File: src/rtl/mm_seq_ctrl.sv
// -----------------------------------------------------------------------------
// mm_seq_ctrl
//
// Job sequencer for the matrix-multiply accelerator. It sits between a command
// source and the accelerator's AXI-Lite slave and AXI-Stream ports. For each
// accepted command it:
//   1. writes the data-length register, then writes ap_start (AXI-Lite);
//   2. forwards exactly cmd_in_len operand words src_* -> ss_* and exactly
//      cmd_out_len result words sm_* -> dst_*, with both paths running
//      concurrently;
//   3. polls ap_ctrl until ap_done is seen or POLL_MAX reads have been made,
//      then pulses done with err.
//
// Ports
//   wb_clk_i, wb_rst_i          clock, asynchronous active-high reset
//   cmd_valid/cmd_ready         job request handshake
//   cmd_in_len, cmd_out_len     operand / result word counts (CW bits)
//   aw*/w*                      AXI-Lite write address / data channels
//   ar*/r*                      AXI-Lite read address / data channels
//   src_t*                      operand source (slave side of this block)
//   ss_t*                       operand stream into the accelerator
//   sm_t*                       result stream out of the accelerator
//   dst_t*                      result sink (master side of this block)
//   busy, done, err             job status; err is valid with the done pulse
//
// AXI-Lite outputs and status are registered; the stream lanes are
// combinational pass-throughs gated by state and counters, so they carry no
// extra latency and are all 0 outside STREAM.
// -----------------------------------------------------------------------------
module mm_seq_ctrl #(
  parameter logic [11:0] LEN_ADDR  = 12'h010,
  parameter logic [11:0] CTRL_ADDR = 12'h000,
  parameter int          POLL_MAX  = 64,
  parameter int          CW        = 16
) (
  input  logic          wb_clk_i,
  input  logic          wb_rst_i,
  // command interface
  input  logic          cmd_valid,
  output logic          cmd_ready,
  input  logic [CW-1:0] cmd_in_len,
  input  logic [CW-1:0] cmd_out_len,
  // AXI-Lite write
  output logic          awvalid,
  input  logic          awready,
  output logic [11:0]   awaddr,
  output logic          wvalid,
  input  logic          wready,
  output logic [31:0]   wdata,
  // AXI-Lite read
  output logic          arvalid,
  input  logic          arready,
  output logic [11:0]   araddr,
  input  logic          rvalid,
  output logic          rready,
  input  logic [31:0]   rdata,
  // operand source
  input  logic          src_tvalid,
  output logic          src_tready,
  input  logic [31:0]   src_tdata,
  // accelerator input stream
  output logic          ss_tvalid,
  input  logic          ss_tready,
  output logic [31:0]   ss_tdata,
  output logic          ss_tlast,
  // accelerator output stream
  input  logic          sm_tvalid,
  output logic          sm_tready,
  input  logic [31:0]   sm_tdata,
  input  logic          sm_tlast,
  // result sink
  output logic          dst_tvalid,
  input  logic          dst_tready,
  output logic [31:0]   dst_tdata,
  output logic          dst_tlast,
  // status
  output logic          busy,
  output logic          done,
  output logic          err
);

  typedef enum logic [2:0] {
    ST_IDLE      = 3'd0,
    ST_CFG_LEN   = 3'd1,
    ST_CFG_START = 3'd2,
    ST_STREAM    = 3'd3,
    ST_POLL_AR   = 3'd4,
    ST_POLL_R    = 3'd5,
    ST_DONE      = 3'd6
  } state_t;

  localparam logic [CW-1:0] CNT_ZERO   = {CW{1'b0}};
  localparam logic [CW-1:0] CNT_ONE    = {{(CW-1){1'b0}}, 1'b1};
  localparam logic [CW-1:0] POLL_LIMIT = CW'(POLL_MAX);

  // ---------------------------------------------------------------------------
  // Registers
  // ---------------------------------------------------------------------------
  state_t        state_q,    state_d;
  logic [CW-1:0] in_len_q,   in_len_d;
  logic [CW-1:0] out_len_q,  out_len_d;
  logic [CW-1:0] in_cnt_q,   in_cnt_d;
  logic [CW-1:0] out_cnt_q,  out_cnt_d;
  logic [CW-1:0] poll_cnt_q, poll_cnt_d;
  logic          awvalid_q,  awvalid_d;
  logic          wvalid_q,   wvalid_d;
  logic          arvalid_q,  arvalid_d;
  logic          rready_q,   rready_d;
  logic          busy_q,     busy_d;
  logic          done_q,     done_d;
  logic          err_q,      err_d;
  logic [11:0]   awaddr_q,   awaddr_d;
  logic [11:0]   araddr_q,   araddr_d;
  logic [31:0]   wdata_q,    wdata_d;

  // ---------------------------------------------------------------------------
  // Combinational helpers
  // ---------------------------------------------------------------------------
  logic          in_open_s;
  logic          out_open_s;
  logic          in_last_s;
  logic          out_last_s;
  logic          ss_hs_s;
  logic          dst_hs_s;
  logic          aw_ok_s;
  logic          w_ok_s;
  logic [CW-1:0] poll_next_s;
  logic          unused_rdata_s;

  // Only ap_done (bit 1) of the status word is meaningful here.
  assign unused_rdata_s = ^{rdata[31:2], rdata[0]};

  // Lane gating: a path stays open only while its count is below the latched length.
  always_comb begin
    in_open_s  = 1'b0;
    out_open_s = 1'b0;
    if (state_q == ST_STREAM) begin
      in_open_s  = (in_cnt_q < in_len_q);
      out_open_s = (out_cnt_q < out_len_q);
    end else begin
      in_open_s  = 1'b0;
      out_open_s = 1'b0;
    end
  end

  // A zero length underflows to all-ones here, but the lane is never open then.
  assign in_last_s  = (in_cnt_q == (in_len_q - CNT_ONE));
  assign out_last_s = (out_cnt_q == (out_len_q - CNT_ONE));

  assign ss_tvalid  = in_open_s & src_tvalid;
  assign src_tready = in_open_s & ss_tready;
  assign ss_tdata   = in_open_s ? src_tdata : 32'h0000_0000;
  assign ss_tlast   = in_open_s & in_last_s;
  assign ss_hs_s    = in_open_s & src_tvalid & ss_tready;

  assign dst_tvalid = out_open_s & sm_tvalid;
  assign sm_tready  = out_open_s & dst_tready;
  assign dst_tdata  = out_open_s ? sm_tdata : 32'h0000_0000;
  assign dst_tlast  = out_open_s & out_last_s;
  assign dst_hs_s   = out_open_s & sm_tvalid & dst_tready;

  assign poll_next_s = poll_cnt_q + CNT_ONE;

  assign cmd_ready = (state_q == ST_IDLE);

  // Next-state and next-output computation for the job sequencer.
  always_comb begin
    state_d    = state_q;
    in_len_d   = in_len_q;
    out_len_d  = out_len_q;
    in_cnt_d   = in_cnt_q;
    out_cnt_d  = out_cnt_q;
    poll_cnt_d = poll_cnt_q;
    awvalid_d  = awvalid_q;
    wvalid_d   = wvalid_q;
    arvalid_d  = arvalid_q;
    rready_d   = rready_q;
    busy_d     = busy_q;
    done_d     = 1'b0;
    err_d      = err_q;
    awaddr_d   = awaddr_q;
    araddr_d   = araddr_q;
    wdata_d    = wdata_q;
    aw_ok_s    = 1'b0;
    w_ok_s     = 1'b0;

    case (state_q)
      ST_IDLE: begin
        if (cmd_valid) begin
          in_len_d   = cmd_in_len;
          out_len_d  = cmd_out_len;
          in_cnt_d   = CNT_ZERO;
          out_cnt_d  = CNT_ZERO;
          poll_cnt_d = CNT_ZERO;
          err_d      = 1'b0;
          busy_d     = 1'b1;
          awvalid_d  = 1'b1;
          wvalid_d   = 1'b1;
          awaddr_d   = LEN_ADDR;
          wdata_d    = {{(32-CW){1'b0}}, cmd_in_len};
          state_d    = ST_CFG_LEN;
        end else begin
          state_d    = ST_IDLE;
        end
      end

      ST_CFG_LEN, ST_CFG_START: begin
        // A channel is finished once its valid is low (already accepted) or
        // is being accepted this cycle; each valid drops on its own.
        aw_ok_s   = ~awvalid_q | awready;
        w_ok_s    = ~wvalid_q | wready;
        awvalid_d = awvalid_q & ~awready;
        wvalid_d  = wvalid_q & ~wready;
        if (aw_ok_s && w_ok_s) begin
          if (state_q == ST_CFG_LEN) begin
            awvalid_d = 1'b1;
            wvalid_d  = 1'b1;
            awaddr_d  = CTRL_ADDR;
            wdata_d   = 32'h0000_0001;
            state_d   = ST_CFG_START;
          end else begin
            state_d   = ST_STREAM;
          end
        end else begin
          state_d = state_q;
        end
      end

      ST_STREAM: begin
        if (ss_hs_s) begin
          in_cnt_d = in_cnt_q + CNT_ONE;
        end else begin
          in_cnt_d = in_cnt_q;
        end
        if (dst_hs_s) begin
          out_cnt_d = out_cnt_q + CNT_ONE;
          // sm_tlast must line up with our own count; a mismatch is sticky
          // for the job but does not stop it.
          if (sm_tlast != out_last_s) begin
            err_d = 1'b1;
          end else begin
            err_d = err_q;
          end
        end else begin
          out_cnt_d = out_cnt_q;
        end
        // Both lanes closed on entry covers zero lengths in a single cycle.
        if (!in_open_s && !out_open_s) begin
          arvalid_d = 1'b1;
          araddr_d  = CTRL_ADDR;
          state_d   = ST_POLL_AR;
        end else begin
          state_d   = ST_STREAM;
        end
      end

      ST_POLL_AR: begin
        if (arready) begin
          arvalid_d = 1'b0;
          rready_d  = 1'b1;
          state_d   = ST_POLL_R;
        end else begin
          state_d   = ST_POLL_AR;
        end
      end

      ST_POLL_R: begin
        if (rvalid) begin
          rready_d   = 1'b0;
          poll_cnt_d = poll_next_s;
          if (rdata[1]) begin
            done_d  = 1'b1;
            state_d = ST_DONE;
          end else if (poll_next_s == POLL_LIMIT) begin
            err_d   = 1'b1;
            done_d  = 1'b1;
            state_d = ST_DONE;
          end else begin
            arvalid_d = 1'b1;
            state_d   = ST_POLL_AR;
          end
        end else begin
          state_d = ST_POLL_R;
        end
      end

      ST_DONE: begin
        busy_d  = 1'b0;
        state_d = ST_IDLE;
      end

      default: begin
        awvalid_d = 1'b0;
        wvalid_d  = 1'b0;
        arvalid_d = 1'b0;
        rready_d  = 1'b0;
        busy_d    = 1'b0;
        state_d   = ST_IDLE;
      end
    endcase
  end

  // State, counters and registered AXI-Lite / status outputs.
  always_ff @(posedge wb_clk_i or posedge wb_rst_i) begin
    if (wb_rst_i) begin
      state_q    <= ST_IDLE;
      in_len_q   <= CNT_ZERO;
      out_len_q  <= CNT_ZERO;
      in_cnt_q   <= CNT_ZERO;
      out_cnt_q  <= CNT_ZERO;
      poll_cnt_q <= CNT_ZERO;
      awvalid_q  <= 1'b0;
      wvalid_q   <= 1'b0;
      arvalid_q  <= 1'b0;
      rready_q   <= 1'b0;
      busy_q     <= 1'b0;
      done_q     <= 1'b0;
      err_q      <= 1'b0;
      awaddr_q   <= 12'h000;
      araddr_q   <= 12'h000;
      wdata_q    <= 32'h0000_0000;
    end else begin
      state_q    <= state_d;
      in_len_q   <= in_len_d;
      out_len_q  <= out_len_d;
      in_cnt_q   <= in_cnt_d;
      out_cnt_q  <= out_cnt_d;
      poll_cnt_q <= poll_cnt_d;
      awvalid_q  <= awvalid_d;
      wvalid_q   <= wvalid_d;
      arvalid_q  <= arvalid_d;
      rready_q   <= rready_d;
      busy_q     <= busy_d;
      done_q     <= done_d;
      err_q      <= err_d;
      awaddr_q   <= awaddr_d;
      araddr_q   <= araddr_d;
      wdata_q    <= wdata_d;
    end
  end

  assign awvalid = awvalid_q;
  assign wvalid  = wvalid_q;
  assign arvalid = arvalid_q;
  assign rready  = rready_q;
  assign busy    = busy_q;
  assign done    = done_q;
  assign err     = err_q;
  assign awaddr  = awaddr_q;
  assign araddr  = araddr_q;
  assign wdata   = wdata_q;

endmodule
File: config.mk
export PLATFORM = sky130hd
export DESIGN_NAME = mm_seq_ctrl
export DESIGN_NICKNAME = d
export VERILOG_FILES = /design/src/rtl/mm_seq_ctrl.sv
export SDC_FILE = /design/constraint.sdc
export NUM_CORES = 1
export LEC_CHECK = 0
export CAP_MARGIN = 20
export CORE_ASPECT_RATIO = 0.75
export CORE_UTILIZATION = 41
export DETAILED_ROUTE_END_ITERATION = 16
export GPL_TIMING_DRIVEN = 0
export PLACE_DENSITY_LB_ADDON = 0.15
export SYNTH_ARGS = -nofsm -noshare
export SYNTH_HDL_FRONTEND = slang
export SYNTH_SLANG_ARGS = --single-unit
File: constraint.sdc
create_clock -name wb_clk_i -period 3.5 [get_ports wb_clk_i]
set_input_delay 0.875 -clock wb_clk_i [delete_from_list [all_inputs] [get_ports wb_clk_i]]
set_output_delay 0.875 -clock wb_clk_i [all_outputs]
set_load 0.01 [all_outputs]
**Yosys cells after proc, flatten, opt, wreduce, memory -nomap -nowiden**

Index checks and enable logic that the tools add are counted.
Widths: inputs -> output; s select.

- $lt $le $gt $ge: 2
- Bitwise gates (word level): 20
- Multiplexer cells: 56
- Eq/ne operators: 22
- Add/subtract/negate cells: 5
- Reduce and logical (&&, ||, !) cells: 24

Operator list:

| operator | number |
|---|---|
| $mux 32 | 5 |
| $pmux 16 s2 | 3 |
| $mux 16 | 4 |
| $pmux 32 s2 | 1 |
| $add 16x1->16 const B | 3 |
| $mux 12 | 3 |
| $eq 16x16->1 | 2 |
| $lt 16x16->1 | 2 |
| $sub 16x1->16 const B | 2 |
| $mux 1 | 27 |
| $pmux 12 s2 | 1 |
| $ne 2x2->1 const B | 10 |
| $eq 16x7->1 const B | 1 |
| $pmux 3 s5 | 1 |
| $pmux 1 s3 | 4 |
| $reduce_and 3->1 | 4 |
| $and 1x1->1 | 10 |
| $reduce_or 5->1 | 2 |
| $eq 3x3->1 const B | 3 |
| $mux 3 | 3 |
| $not 1->1 | 8 |
| $reduce_or 4->1 | 2 |
| $reduce_and 7->1 | 1 |
| $eq 3x2->1 const B | 2 |
| 16 further kinds | 25 |

- Output and inout bits: 134
- Flip-flop bits (word level): 134
- Logic and storage cells: 144
- Input port bits: 140

**Logic depth before layout (Yosys ltp)**

- Word-level depth: 6
- Depth in mapped cells: 12
- Mapped depth without buffers: 10

**Worst setup path before layout**

Ideal clock, no wire load.

- Path kind: register to output
- Start: register in_len_q[10]
- End: output port ss_tlast
- Stages on the path, launching flop included: 12
- Slack: 0.064 ns
- Arrival time: 2.561 ns
- Path buffers: 2
- Data required time: 2.625 ns
- Path through: dfrtp_1 > clkbuf_1 > inv_1 > ha_1 > a21o_1 > a21oi_1 > a21oi_1 > a2111oi_4 > and2_1 > buf_2 > nand4_1 > a211oi_2

- Word-level cells in the longest chain between the ends: 3
- Elaborated cells between the ends (all ways): 5
- Those cells by class: 1 x add/sub; 1 x order compare; 1 x eq/ne; 1 x mux; 1 x bitwise

RTL lines:

| element | line | RTL |
|---|---|---|
| start, declared | 100 | `logic [CW-1:0] in_len_q, in_len_d;` |
| start signal, assigned | 324 | `in_len_q <= in_len_d;` |
| $sub 16x1->16 / $lt 16x16->1 (equally long branches) | 147, 138 |  |
| $eq 16x16->1 / $mux 1 (equally long branches) | 147, 137 |  |
| $and 1x1->1 (*) | 153 | `assign ss_tlast = in_open_s & in_last_s;` |
| end, declared | 65 | `output logic ss_tlast,` |

Every way passes the cells marked *; elsewhere a longest branch is shown, timed or not.

**Worst setup path in the final report**

- Start: register in_len_q[13]
- End: output port ss_tlast

The elaborated chain is that of the path after synthesis.

==> impl_metrics.tcl <==
set metrics [dict create \
    ys.flop_type "dfrtp_1" \
    relSlewSlack 0.464 \
    power_density_nw_per_um2 664 \
    hold_depth 2 \
    final_cells 1473 \
    pwr-share-seq 0.265 \
    critPathLaunchType "flop" \
    die_h_microns 119 \
    dieWidth_microns 158 \
    grt_pass1_vias 7187 \
    worstMarginPinSlew_ns 0.802 \
    drv_cap 0 \
    fillers 1575 \
    initial_core_util 0.423 \
    vias 7701 \
    cts_tree "built" \
    r2r-start "state_q[0]" \
    syn_inst 908 \
    violations "negative setup slack" \
    cp.required_ns 2.62 \
    drive_gt1_frac 0.236 \
    drt-pass1-iter-count 5 \
    postSynthAreaPerCell_sq_um 8.27 \
    htreeDepth 3 \
    yosys.cell_types.count 58 \
    cts_buffer_depth 2 \
    antenna_left 0 \
    drv_slew 0 \
    insertedDiodeCount 0 \
    ir_drop_mv 0.301 \
    intPower_mw 4.30 \
    r2r_end "in_len_q[9]" \
    drc_errors 0 \
    grt.total_usage 0.254 \
    via_per_inst 5.23 \
    ys_warn_count 0 \
    finalPower_mw 7.34 \
    overflow 0 \
    die-area_sq_um 18900 \
    p_sw_mw 3.03 \
    worstRegToRegCells 8 \
    ys_ff_latch 107 \
    end_kind "primary output" \
    setup_viol 1 \
    fmax_ghz 0.277 \
    io_pins 274 \
    fin_crit_sh 1.03 \
    synth_top_cell_area_share 0.357 \
    whs_ns 0.478 \
    r2r_slack_ns 0.51 \
    status "finished, violations left" \
    synth_area_leaders "dfrtp_1 36%, ha_1 6.2%, o21ai_0 5.4%" \
    portBuffers 202 \
    netSwitchingFraction 0.413 \
    hold_start "wdata[11]" \
    power_frac_comb 0.592 \
    synthArstFlopShare 1.00 \
    synth-edff-count 0 \
    worst_slack_ns -0.109 \
    cts_buffers 9 \
    p_leak_nw 5.11 \
    yosys.area.top_type "dfrtp_1" \
    initialDrtViolationCount 397 \
    antenna_found_initial 0 \
    min_path_type "flop to flop" \
    post-route-util 0.622 \
    fp.coreArea_sq_um 17800 \
    grt_start_max_net_pins 39 \
    worstSetupPathType "flop to primary output" \
    skew_ns 0.0116 \
    place.gp.congestion 0.855 \
    period_minus_slack_ns 3.61 \
    drt_wl_total_microns 24400 \
    syn_to_final_growth_pct 47.3 \
    wl_per_cell_microns 16.5 \
    clock-sinks 107 \
    hold_viol_final 0 \
    fin_setup_tns_ns -0.109 \
    clk_latency_ns 0.36 \
    cts-root-buf "clkbuf_16" \
    path_max_fanout 10 \
    placed_area_sq_um 10000 \
    ys_seq_area_frac 0.357 \
    synth_area_sq_um 7510 \
    finalInstanceArea_sq_um 11100 \
    hold_end "wdata[11]" \
    nets 1404 \
    placed_cells 1392 \
    rows 42 \
    cts.clk_slew.worst_paths_ns 0.06 \
    cts_hold_buf 0 \
    cp.arrival_ns 2.73 \
    grt_pass1_wl_microns 37100 \
    hpwl_microns 17900 \
    rsz0062_at_grt "yes" \
    clockPowerShare 0.144 \
    dp_slack_ns -0.956 \
]
registers in the layout, summed over array words and instances, names as in the netlist, 3 cells and up:
name / cells
out_len_q: 16
in_len_q: 16
out_cnt_q: 16
wdata: 16
state_q: 3
in_cnt_q: 16
poll_cnt_q: 16
cell usage in the layout (no fill, tap or decap), types with 7 or more instances in the layout:
| cell type | n |
|---|---|
| clkdlybuf4s50_1 | 132 |
| nand2_1 | 105 |
| buf_4 | 102 |
| dfrtp_1 | 85 |
| o21ai_0 | 80 |
| nor2_1 | 47 |
| inv_1 | 42 |
| xnor2_1 | 42 |
| nand3_1 | 41 |
| and3_1 | 39 |
| conb_1 | 39 |
| and2_1 | 35 |
| clkbuf_2 | 31 |
| a21oi_1 | 29 |
| ha_1 | 29 |
| buf_2 | 28 |
| clkbuf_1 | 26 |
| nand4_1 | 22 |
| xor2_1 | 22 |
| dfrtp_2 | 22 |
| nor3_1 | 17 |
| o31ai_1 | 13 |
| buf_6 | 13 |
| clkbuf_16 | 12 |
| a31oi_1 | 10 |
| nor2b_1 | 8 |
| ha_4 | 8 |
| a21o_1 | 7 |
| nor4_1 | 7 |
cells by family after synthesis:
family | after synthesis | share of synthesized area
mux | 7 | 0.00950
xor+xnor | 64 | 0.0747
other cells | 1 | 0.000500
buf+inv | 133 | 0.0868
compound gates | 186 | 0.149
flops | 107 | 0.357
fa+ha+maj | 37 | 0.0617
simple gates | 373 | 0.261
power by group through the flow:
stage	Combinational, mW	Clock (mW)	Sequential [mW]
after floorplan	2.01	0	1.94
after global placement	3.40	0	1.95
after detailed placement	3.46	0	1.96
after CTS	3.86	1.07	1.94
after global routing	4.75	1.12	1.99
final	4.34	1.05	1.94
worst max-delay path, stage by stage (launching register included):
cell and delay [ns]:
dfrtp_2 0.43, inv_4 0.08, ha_4 0.20, a21o_1 0.18, a21o_1 0.20, a2111oi_4 0.35, and2_4 0.23, buf_8 0.14
nand4_1 0.12, a211oi_2 0.27, buf_2 0.18
area by class of cell:
class | count | area [sq um] | share of cell area
Multi-Input combinational cell | 707 | 4630 | 0.419
Sequential cell | 107 | 2710 | 0.245
Timing Repair Buffer | 274 | 2370 | 0.215
Buffer | 78 | 546 | 0.0494
Tap cell | 242 | 303 | 0.0274
Clock buffer | 10 | 239 | 0.0216
Inverter | 50 | 194 | 0.0175
Clock inverter | 5 | 62.6 | 0.00566
routing by layer:
metal,wire (microns),vias up,part of all wire,GRT usage
li1,-,3742,-,-
met1,10500,3603,0.43,0.339
met2,11500,330,0.47,0.411
met3,1850,26,0.076,0.0502
met4,531,0,0.022,0.0823
met5,0,-,0,0
timing repair:
action	CTS	global route
cloned	0	5
resized for setup	239	129
setup buffers	33	35
endpoints found under the hold margin	0	0
setup endpoints to repair	70	69
pin swaps	18	29
synthesized netlist by cell type (3+ instances only):
cell type / n
and3_1: 45
or4_1: 6
nor3b_1: 3
nor2b_1: 8
nor4_1: 7
buf_4: 40
o31ai_1: 14
xor2_1: 22
and2_1: 41
clkbuf_1: 40
nand4_1: 22
o41ai_1: 3
nor2_1: 48
o22ai_1: 4
o21ai_0: 81
a211oi_1: 4
nand2_1: 105
a21oi_1: 35
mux2i_1: 6
o211ai_1: 4
nand3_1: 45
a22oi_1: 3
inv_1: 49
nor3_1: 22
dfrtp_1: 107
ha_1: 37
nor4_2: 3
xnor2_1: 42
o21ai_1: 4
or3_1: 5
o21a_1: 5
a31oi_1: 10
a21o_1: 7
worst max-delay path by stage:
stage / start / cells after the start / to / slack [ns]
2_1_floorplan: in_len_q[10] / 11 / ss_tlast / 0.06
3_3_place_gp: in_len_q[10] / 12 / ss_tlast / -0.92
3_5_place_dp: in_len_q[10] / 12 / ss_tlast / -0.96
4_1_cts: in_len_q[5] / 10 / ss_tlast / -0.19
5_1_grt: in_len_q[2] / 10 / ss_tlast / -0.29
6_report: in_len_q[13] / 10 / ss_tlast / -0.11
No activity file was read; power rests on OpenSTA's default activity.
